$ cat src/rtl/execute_forwarding_multi.sv
// execute_forwarding_multi
// Resolves execute-stage source operands, SPR and PSR against the current
// writeback and a short registered history of recent writebacks.
// Optional FRCR forwarding is enabled by defining
// EXECUTE_FORWARDING_MULTI_FRCR_EN.
`timescale 1ns/1ps

`ifndef SYSREG_PSR
`define SYSREG_PSR 5'h01
`endif
`ifndef SYSREG_SPR
`define SYSREG_SPR 5'h08
`endif
`ifndef SYSREG_FRCLR
`define SYSREG_FRCLR 5'h0C
`endif
`ifndef SYSREG_FRCHR
`define SYSREG_FRCHR 5'h0D
`endif
`ifndef SYSREG_FRCR2FRCXR
`define SYSREG_FRCR2FRCXR 5'h0E
`endif

module execute_forwarding_multi #(
    parameter int P_DEPTH = 2,
    parameter int P_NSRC  = 2
) (
    input  logic                  iCLOCK,
    input  logic                  iRESET,
    input  logic                  iFLUSH,
    input  logic                  iHOLD,
    input  logic                  iWB_GR_VALID,
    input  logic [4:0]            iWB_GR_DEST,
    input  logic                  iWB_GR_DEST_SYSREG,
    input  logic [31:0]           iWB_GR_DATA,
    input  logic                  iWB_SPR_VALID,
    input  logic [31:0]           iWB_SPR_DATA,
`ifdef EXECUTE_FORWARDING_MULTI_FRCR_EN
    input  logic                  iWB_FRCR_VALID,
    input  logic [63:0]           iWB_FRCR_DATA,
`endif
    input  logic [P_NSRC-1:0]     iSRC_IMM,
    input  logic [P_NSRC-1:0]     iSRC_SYSREG,
    input  logic [5*P_NSRC-1:0]   iSRC_POINTER,
    input  logic [32*P_NSRC-1:0]  iSRC_DATA,
    input  logic [31:0]           iSRC_SPR,
    input  logic [31:0]           iSRC_PSR,
    output logic [32*P_NSRC-1:0]  oSRC_DATA,
    output logic [P_NSRC-1:0]     oSRC_HIT,
    output logic [31:0]           oSPR,
    output logic [31:0]           oPSR
);

    typedef struct packed {
        logic        gr_valid;
        logic [4:0]  dest;
        logic        sysreg;
        logic [31:0] gr_data;
        logic        spr_valid;
        logic [31:0] spr_data;
`ifdef EXECUTE_FORWARDING_MULTI_FRCR_EN
        logic        frcr_valid;
        logic [63:0] frcr_data;
`endif
    } level_t;

    // hist[0] is the newest registered writeback
    level_t hist [P_DEPTH];
    // levels[0] is the live writeback, levels[k+1] mirrors hist[k]
    level_t levels [P_DEPTH+1];
    logic   shift_en;

    // Returns {hit, value} for one source lookup against one level
    function automatic logic [32:0] match_level(
        input level_t     lv,
        input logic       src_sysreg,
        input logic [4:0] ptr
    );
        logic [32:0] res;
        res = '0;
        if (!src_sysreg) begin
            if (lv.gr_valid && !lv.sysreg && (lv.dest == ptr))
                res = {1'b1, lv.gr_data};
        end else if (ptr == `SYSREG_SPR) begin
            // A dedicated SPR write beats a GR write to SPR in the same level
            if (lv.spr_valid)
                res = {1'b1, lv.spr_data};
            else if (lv.gr_valid && lv.sysreg && (lv.dest == `SYSREG_SPR))
                res = {1'b1, lv.gr_data};
        end else begin
`ifdef EXECUTE_FORWARDING_MULTI_FRCR_EN
            if ((ptr == `SYSREG_FRCLR) && lv.frcr_valid && (lv.dest == `SYSREG_FRCR2FRCXR))
                res = {1'b1, lv.frcr_data[31:0]};
            else if ((ptr == `SYSREG_FRCHR) && lv.frcr_valid && (lv.dest == `SYSREG_FRCR2FRCXR))
                res = {1'b1, lv.frcr_data[63:32]};
            else if (lv.gr_valid && lv.sysreg && (lv.dest == ptr))
                res = {1'b1, lv.gr_data};
`else
            if (lv.gr_valid && lv.sysreg && (lv.dest == ptr))
                res = {1'b1, lv.gr_data};
`endif
        end
        return res;
    endfunction

    // Any real writeback forces the history to advance even while held
`ifdef EXECUTE_FORWARDING_MULTI_FRCR_EN
    assign shift_en = !iHOLD || iWB_GR_VALID || iWB_SPR_VALID || iWB_FRCR_VALID;
`else
    assign shift_en = !iHOLD || iWB_GR_VALID || iWB_SPR_VALID;
`endif

    // Assemble the lookup levels, newest (live writeback) first
    always_comb begin
        for (int i = 0; i <= P_DEPTH; i++)
            levels[i] = '0;
        levels[0].gr_valid  = iWB_GR_VALID;
        levels[0].dest      = iWB_GR_DEST;
        levels[0].sysreg    = iWB_GR_DEST_SYSREG;
        levels[0].gr_data   = iWB_GR_DATA;
        levels[0].spr_valid = iWB_SPR_VALID;
        levels[0].spr_data  = iWB_SPR_DATA;
`ifdef EXECUTE_FORWARDING_MULTI_FRCR_EN
        levels[0].frcr_valid = iWB_FRCR_VALID;
        levels[0].frcr_data  = iWB_FRCR_DATA;
`endif
        for (int i = 0; i < P_DEPTH; i++)
            levels[i+1] = hist[i];
    end

    // History shift register: reset clears everything, flush drops validity
    always_ff @(posedge iCLOCK or posedge iRESET) begin
        if (iRESET) begin
            for (int i = 0; i < P_DEPTH; i++)
                hist[i] <= '0;
        end else if (iFLUSH) begin
            for (int i = 0; i < P_DEPTH; i++) begin
                hist[i].gr_valid  <= 1'b0;
                hist[i].spr_valid <= 1'b0;
`ifdef EXECUTE_FORWARDING_MULTI_FRCR_EN
                hist[i].frcr_valid <= 1'b0;
`endif
            end
        end else if (shift_en) begin
            hist[0] <= levels[0];
            for (int i = 1; i < P_DEPTH; i++)
                hist[i] <= hist[i-1];
        end
    end

    // Per-operand resolution; scanning oldest to newest lets the newest match win
    always_comb begin
        logic [32:0] res;
        res       = '0;
        oSRC_DATA = iSRC_DATA;
        oSRC_HIT  = '0;
        for (int k = 0; k < P_NSRC; k++) begin
            if (!iRESET && !iSRC_IMM[k]) begin
                for (int l = P_DEPTH; l >= 0; l--) begin
                    res = match_level(levels[l], iSRC_SYSREG[k], iSRC_POINTER[k*5 +: 5]);
                    if (res[32]) begin
                        oSRC_HIT[k]          = 1'b1;
                        oSRC_DATA[k*32 +: 32] = res[31:0];
                    end
                end
            end
        end
    end

    // Stack pointer and PSR use the same newest-wins search
    always_comb begin
        logic [32:0] res_spr;
        logic [32:0] res_psr;
        res_spr = '0;
        res_psr = '0;
        oSPR    = iSRC_SPR;
        oPSR    = iSRC_PSR;
        if (!iRESET) begin
            for (int l = P_DEPTH; l >= 0; l--) begin
                res_spr = match_level(levels[l], 1'b1, `SYSREG_SPR);
                res_psr = match_level(levels[l], 1'b1, `SYSREG_PSR);
                if (res_spr[32])
                    oSPR = res_spr[31:0];
                if (res_psr[32])
                    oPSR = res_psr[31:0];
            end
        end
    end

endmodule

$ cat config.mk
export PLATFORM = sky130hd
export DESIGN_NAME = execute_forwarding_multi
export DESIGN_NICKNAME = d
export VERILOG_FILES = /design/src/rtl/execute_forwarding_multi.sv
export SDC_FILE = /design/constraint.sdc
export NUM_CORES = 1
export LEC_CHECK = 0
export BUFFER_PORTS_ARGS = -buffer_cell sky130_fd_sc_hd__buf_4
export CORE_UTILIZATION = 35
export CTS_CLUSTER_DIAMETER = 120
export DETAILED_ROUTE_END_ITERATION = 8
export PLACE_DENSITY = 0.59
export SETUP_SLACK_MARGIN = 0.4
export SLEW_MARGIN = 30
export SYNTH_ARGS = -nofsm -noshare
export SYNTH_HDL_FRONTEND = slang
export SYNTH_SLANG_ARGS = --single-unit
$ cat constraint.sdc
create_clock -name iCLOCK -period 11 [get_ports iCLOCK]
set_input_delay 2.2 -clock iCLOCK [delete_from_list [all_inputs] [get_ports iCLOCK]]
set_output_delay 2.2 -clock iCLOCK [all_outputs]
set_load 0.02 [all_outputs]
Yosys cells after proc, flatten, opt, wreduce, memory -nomap -nowiden
Cells that the tools add are included.
- output and inout bits: 130
- memories: 0
- logic and storage cells: 138
- RAM bits: 0
- bits in registers: 144
- bits in read-only memories: 0
- bits of input ports: 218
- latch bits: 0
- eq/ne operators: 14
- divide/modulo/power cells: 0
- multipliers: 0
- shift operators: 0
- bitwise operators: 1
- reductions and logical operators: 37
- magnitude comparators: 0
- mux-type cells: 74
- add/sub/neg operators: 0
- operators by type and width (cell ; count):
    33-bit 2-to-1 mux ; 45
    32-bit 2-to-1 mux ; 16
    144-bit 2-to-1 mux ; 1
    5-bit equality test ; 6
    1-bit logical AND ; 26
    5-bit by 4-bit equality test with 1-bit output (second input constant) ; 5
    5-bit by 1-bit equality test with 1-bit output (second input constant) ; 3
    1-bit 2-to-1 mux ; 12
    1-bit zero test ; 7
    1-bit logical OR ; 2
    2-bit AND reduction ; 1
    2-bit nonzero test ; 1
    1-bit NOT ; 1

Depth between registers and ports, before layout
- depth in word-level cells: 11
- depth in mapped cells: 11
- depth with buffers taken out: 8

Worst setup path before layout
No wires, ideal clock.
- path kind: input-to-output
- from: input port iRESET
- to: output port oSPR[20]
- buffers on the path: 2
- required time: 8800 ps
- stages: 4
- setup slack: 1357 ps
- arrival time: 7443 ps
- cells stage by stage: clkbuf_1 inv_1 clkbuf_1 o21a_1
- word-level cells in the longest chain between the ends: 1
- ends and longest elaborated chain (item ; line ; RTL):
    start, declared ; 29 ; input logic iRESET,
    32-bit 2-to-1 mux ; 178 ; if (!iRESET) begin
    end, declared ; 50 ; output logic [31:0] oSPR,
Every way passes these cells.

Final worst setup path
- from: input port iSRC_SYSREG[1]
- to: output port oSRC_DATA[57]
- word-level cells in the longest chain between the ends: 6
- elaborated cells on any way between the ends: 10
- classes of those cells: mux: 10
- ends and longest elaborated chain (item ; line ; RTL):
    start, declared ; 43 ; input logic [P_NSRC-1:0] iSRC_SYSREG,
    33-bit 2-to-1 mux ; 81 ; if (!src_sysreg) begin
    33-bit 2-to-1 mux ; 158 ; if (!iRESET && !iSRC_IMM[k]) begin
    32-bit 2-to-1 mux (2 in a row) ; 161 ; if (res[32]) begin
    32-bit 2-to-1 mux (*) ; 161 ;
    32-bit 2-to-1 mux (*) ; 158 ;
    end, declared ; 48 ; output logic [32*P_NSRC-1:0] oSRC_DATA,
Mark *: on every way between the ends. The rest lies on a longest branch, timed or not. The select of a mux whose other input is x is not followed.

==> impl_results.md <==
* Outcome: finished clean
* Core region area at 36500 sq um
* Clk_skew at 0.0138 ns
* Crit path top cell by count: buf_4
* Dominant cell type by area after synthesis: dfrtp_1
* Mapped cell area at 12900 sq um
* Area grow syn2layout at 27.4%
* Number of detailed-route iterations in the first pass at 6
* CTS Hold Bufs at 0
* Root Driver: clkbuf_16
* DRT antenna net count at 0
* RSZ-0062 raised after global routing: false
* CP endpoint: oSRC_DATA[57]
* Largest net degree at the start of global routing at 73
* Pwr dens at 114 nW/um^2
* Worst setup slack for register-to-register paths at 9.52 ns
* Core Rows at 70
* Buffer depth of the longest clock path at 2
* Buf+Inv Stages, Crit Path at 4
* Slew @ Worst Pin at 1.02 ns
* Min-delay worst type: reg -> reg
* Syn avg cell area at 8.66 sq um
* Diode count at 0
* Netlist cell types at 76
* Number of setup buffers added after CTS at 0
* Die H at 194 microns
* CP top delay family: simple AND/OR/NAND/NOR gates
* Ys async rst share at 100%
* Top-Level Pins at 348
* Biggest regs: hist: 144 flops
* Sw Share at 36.9%
* DP Wirelength at 43.6 mm
* Synth top area share at 27.8%
* Routability cong. at 0.915
* Combinational power share at 29.7%
* Die width at 194 microns
* Lkg Pwr at 6.73 nW
* Seq pwr share at 39.2%
* Final net count at 1968
* Internal power component at 1.19 mW
* Max cap viols at 0
* Seq cells post-synth at 144
* Max FO, Critical Path at 18
* Fmax at 127 MHz
* Main flop type after synthesis: dfrtp_1
* Via count of the first global-routing pass at 14560
* WL/cell at 28.8 microns
* Crit path launch type: input pin
* DP Area at 15900 sq um
* DR vias/cell at 6.62
* CP max stage cell: nor3_4
* Syn nets at 1713
* Clock Latency Late Sink at 0.46 ns
* Warnings from Yosys at 0
* Setup TNS at 0 ns
* Crit path DAT at 5.70 ns
* Fraction of layout cells with a size suffix above 1 at 34.0%
* H-tree lvl count at 4
* VDD IR max at 0.000117 V
* Initial core utilization at 35.5%
* Largest cells by area after synthesis: dfrtp_1, mux2_2, mux2i_1
* Final hold vios at 0
* Crit path from: iSRC_SYSREG[1]
* Die area at 37800 sq um
* Gr ovfl total at 0
* Clk pwr share at 31.1%
* Gr usage total at 33.0%
* First DRT Iteration DRCs at 1777
* Port bufs at 347
* Slew Limit Fails at 0
* CP Capture Type: primary output
* Worst r2r path cells at 3
* CTS sink cnt at 144
* Crit-path cells: buf_4, clkinv_1, nor3_4, a22oi_1, and2_1, a31o_2, inv_4, nor2_1, nor4_1, buf_4
* Max reg flops at 144
* Required time worst endpoint at 8.80 ns
* Reg-to-reg endpoint: hist[32]$_DFFE_PP0P_
* First-pass GRT wire length at 93.8 mm
* Via count at 14772
* WL final at 64.2 mm
* Reg-to-reg startpoint: hist[104]$_DFFE_PP0P_
* Mapped Cells at 1495
* Crit path kind: in -> out
* Total CTS buffers at 17
* CTS tree: done
* Psw at 696 uW
* Reg clk slew, reported paths at 0.07 ns
* Post-synth EDFFs at 0
* Seq/Total Area, Yosys at 27.8%
* Post-CTS Resized at 0
* Biggest register: hist
* WP depth at 10
* Antenna violations before repair at 3
* DRC errors left at 0
* Tmin final at 7.90 ns
* Final instance area at 16500 sq um
* Slew HR at 31.1%
* CP peak stage delay at 0.80 ns
* Final worst-path cycle share at 71.8%
* Final setup viols at 0
[worst min path at each step]
| stage | start | to | slack [ns] | depth (start not counted) |
|---|---|---|---|---|
| 3_5_place_dp | hist[7]$_DFFE_PP0P_ | hist[7]$_DFFE_PP0P_ | 0.53 | 1 |
| 6_report | hist[7]$_DFFE_PP0P_ | hist[7]$_DFFE_PP0P_ | 0.54 | 1 |
| 3_3_place_gp | hist[7]$_DFFE_PP0P_ | hist[7]$_DFFE_PP0P_ | 0.52 | 1 |
| 2_1_floorplan | hist[6]$_DFFE_PP0P_ | hist[6]$_DFFE_PP0P_ | 0.50 | 1 |
| 5_1_grt | hist[6]$_DFFE_PP0P_ | hist[6]$_DFFE_PP0P_ | 0.56 | 1 |
| 4_1_cts | hist[7]$_DFFE_PP0P_ | hist[7]$_DFFE_PP0P_ | 0.54 | 1 |
[Yosys cell counts, types with 6 or more instances]
cell       instances
mux2_2           146
dfrtp_1          144
nor2_1           118
a21oi_1          112
nand2_1          105
clkbuf_1         102
o21ai_0           94
a221oi_1          91
mux2i_1           82
a22oi_1           61
a211oi_1          38
a22o_1            30
buf_2             26
a32o_1            25
a211o_1           24
xor2_1            24
nor4_1            19
nor3_1            17
inv_1             16
nand3_1           16
buf_1             15
a221o_1           14
a2bb2oi_1         11
a32oi_1           11
o21a_1            11
o22ai_1           11
o221ai_1          10
a21o_1             9
a222oi_1           9
o211ai_1           9
a31oi_1            6
xnor2_1            6
[power by group through the flow]
stage,clock [mW],sequential [mW],combinational [mW]
6_report,0.587,0.740,0.560
5_1_grt,0.619,0.751,0.594
4_1_cts,0.594,0.735,0.553
3_5_place_dp,0,0.745,0.551
3_3_place_gp,0,0.743,0.545
2_1_floorplan,0,0.695,0.333
[logic make-up (layout without fill, tap and decap cells)]
logic type                count (synthesis)  in the layout  synth area share (%)
AOI/OAI and AO/OA                       605            605                  34.3
DFF                                     144            144                  27.8
muxes                                   228            228                  19.0
buffers and inverters                   163            431                  5.03
and+or+nand+nor                         325            325                  11.8
xor gates and xnor gates                 30             30                  2.03
[worst reg2reg max path, cell delays in order (launching register included)]
cell	delay, ns
dfrtp_2	0.45
buf_4	0.67
mux2i_1	0.17
nor2_1	0.12
[stage by stage]
step	util, %	hold WS (ns)	total power [mW]	worst slack (ns)	cells
after floorplan	-	0.505	1.03	1.36	1495
after global placement	43.5	0.518	1.29	3.02	2199
after detailed placement	43.6	0.527	1.30	3.20	2199
after CTS	45.1	0.542	1.88	3.20	2231
after global routing	45.2	0.561	1.96	2.97	2231
final	45.2	0.544	1.89	3.10	2231
[layout make-up]
class	instances	area, sq um
Clock buffer	19	443
Tap cell	468	586
Sequential cell	144	3610
Fill cell	3649	20000
Clock inverter	13	125
Inverter	19	78.8
Timing Repair Buffer	380	2850
Multi-Input combinational cell	1188	8800
[cells in the final DEF (no fill, tap or decap), drive strengths merged, types with 30 or more instances in the layout]
cell and n:
dfrtp 144, mux2 146, a211oi 38, a22o 30, o21ai 94, buf 380
nor2 119, mux2i 82, a221oi 91, a22oi 61, nand2 106, a21oi 113
[metal layers]
metal | routed length (microns) | vias to the layer above | share of wire [%] | GRT usage [%]
met5 | 23 | - | 0.036 | 0
met4 | 3200 | 4 | 5.0 | 17.3
met3 | 5960 | 198 | 9.3 | 6.44
met2 | 29300 | 1006 | 46 | 52.6
met1 | 25700 | 7148 | 40 | 42.3
li1 | - | 6416 | - | -
Note: power is estimated with default switching activity, not from simulation.
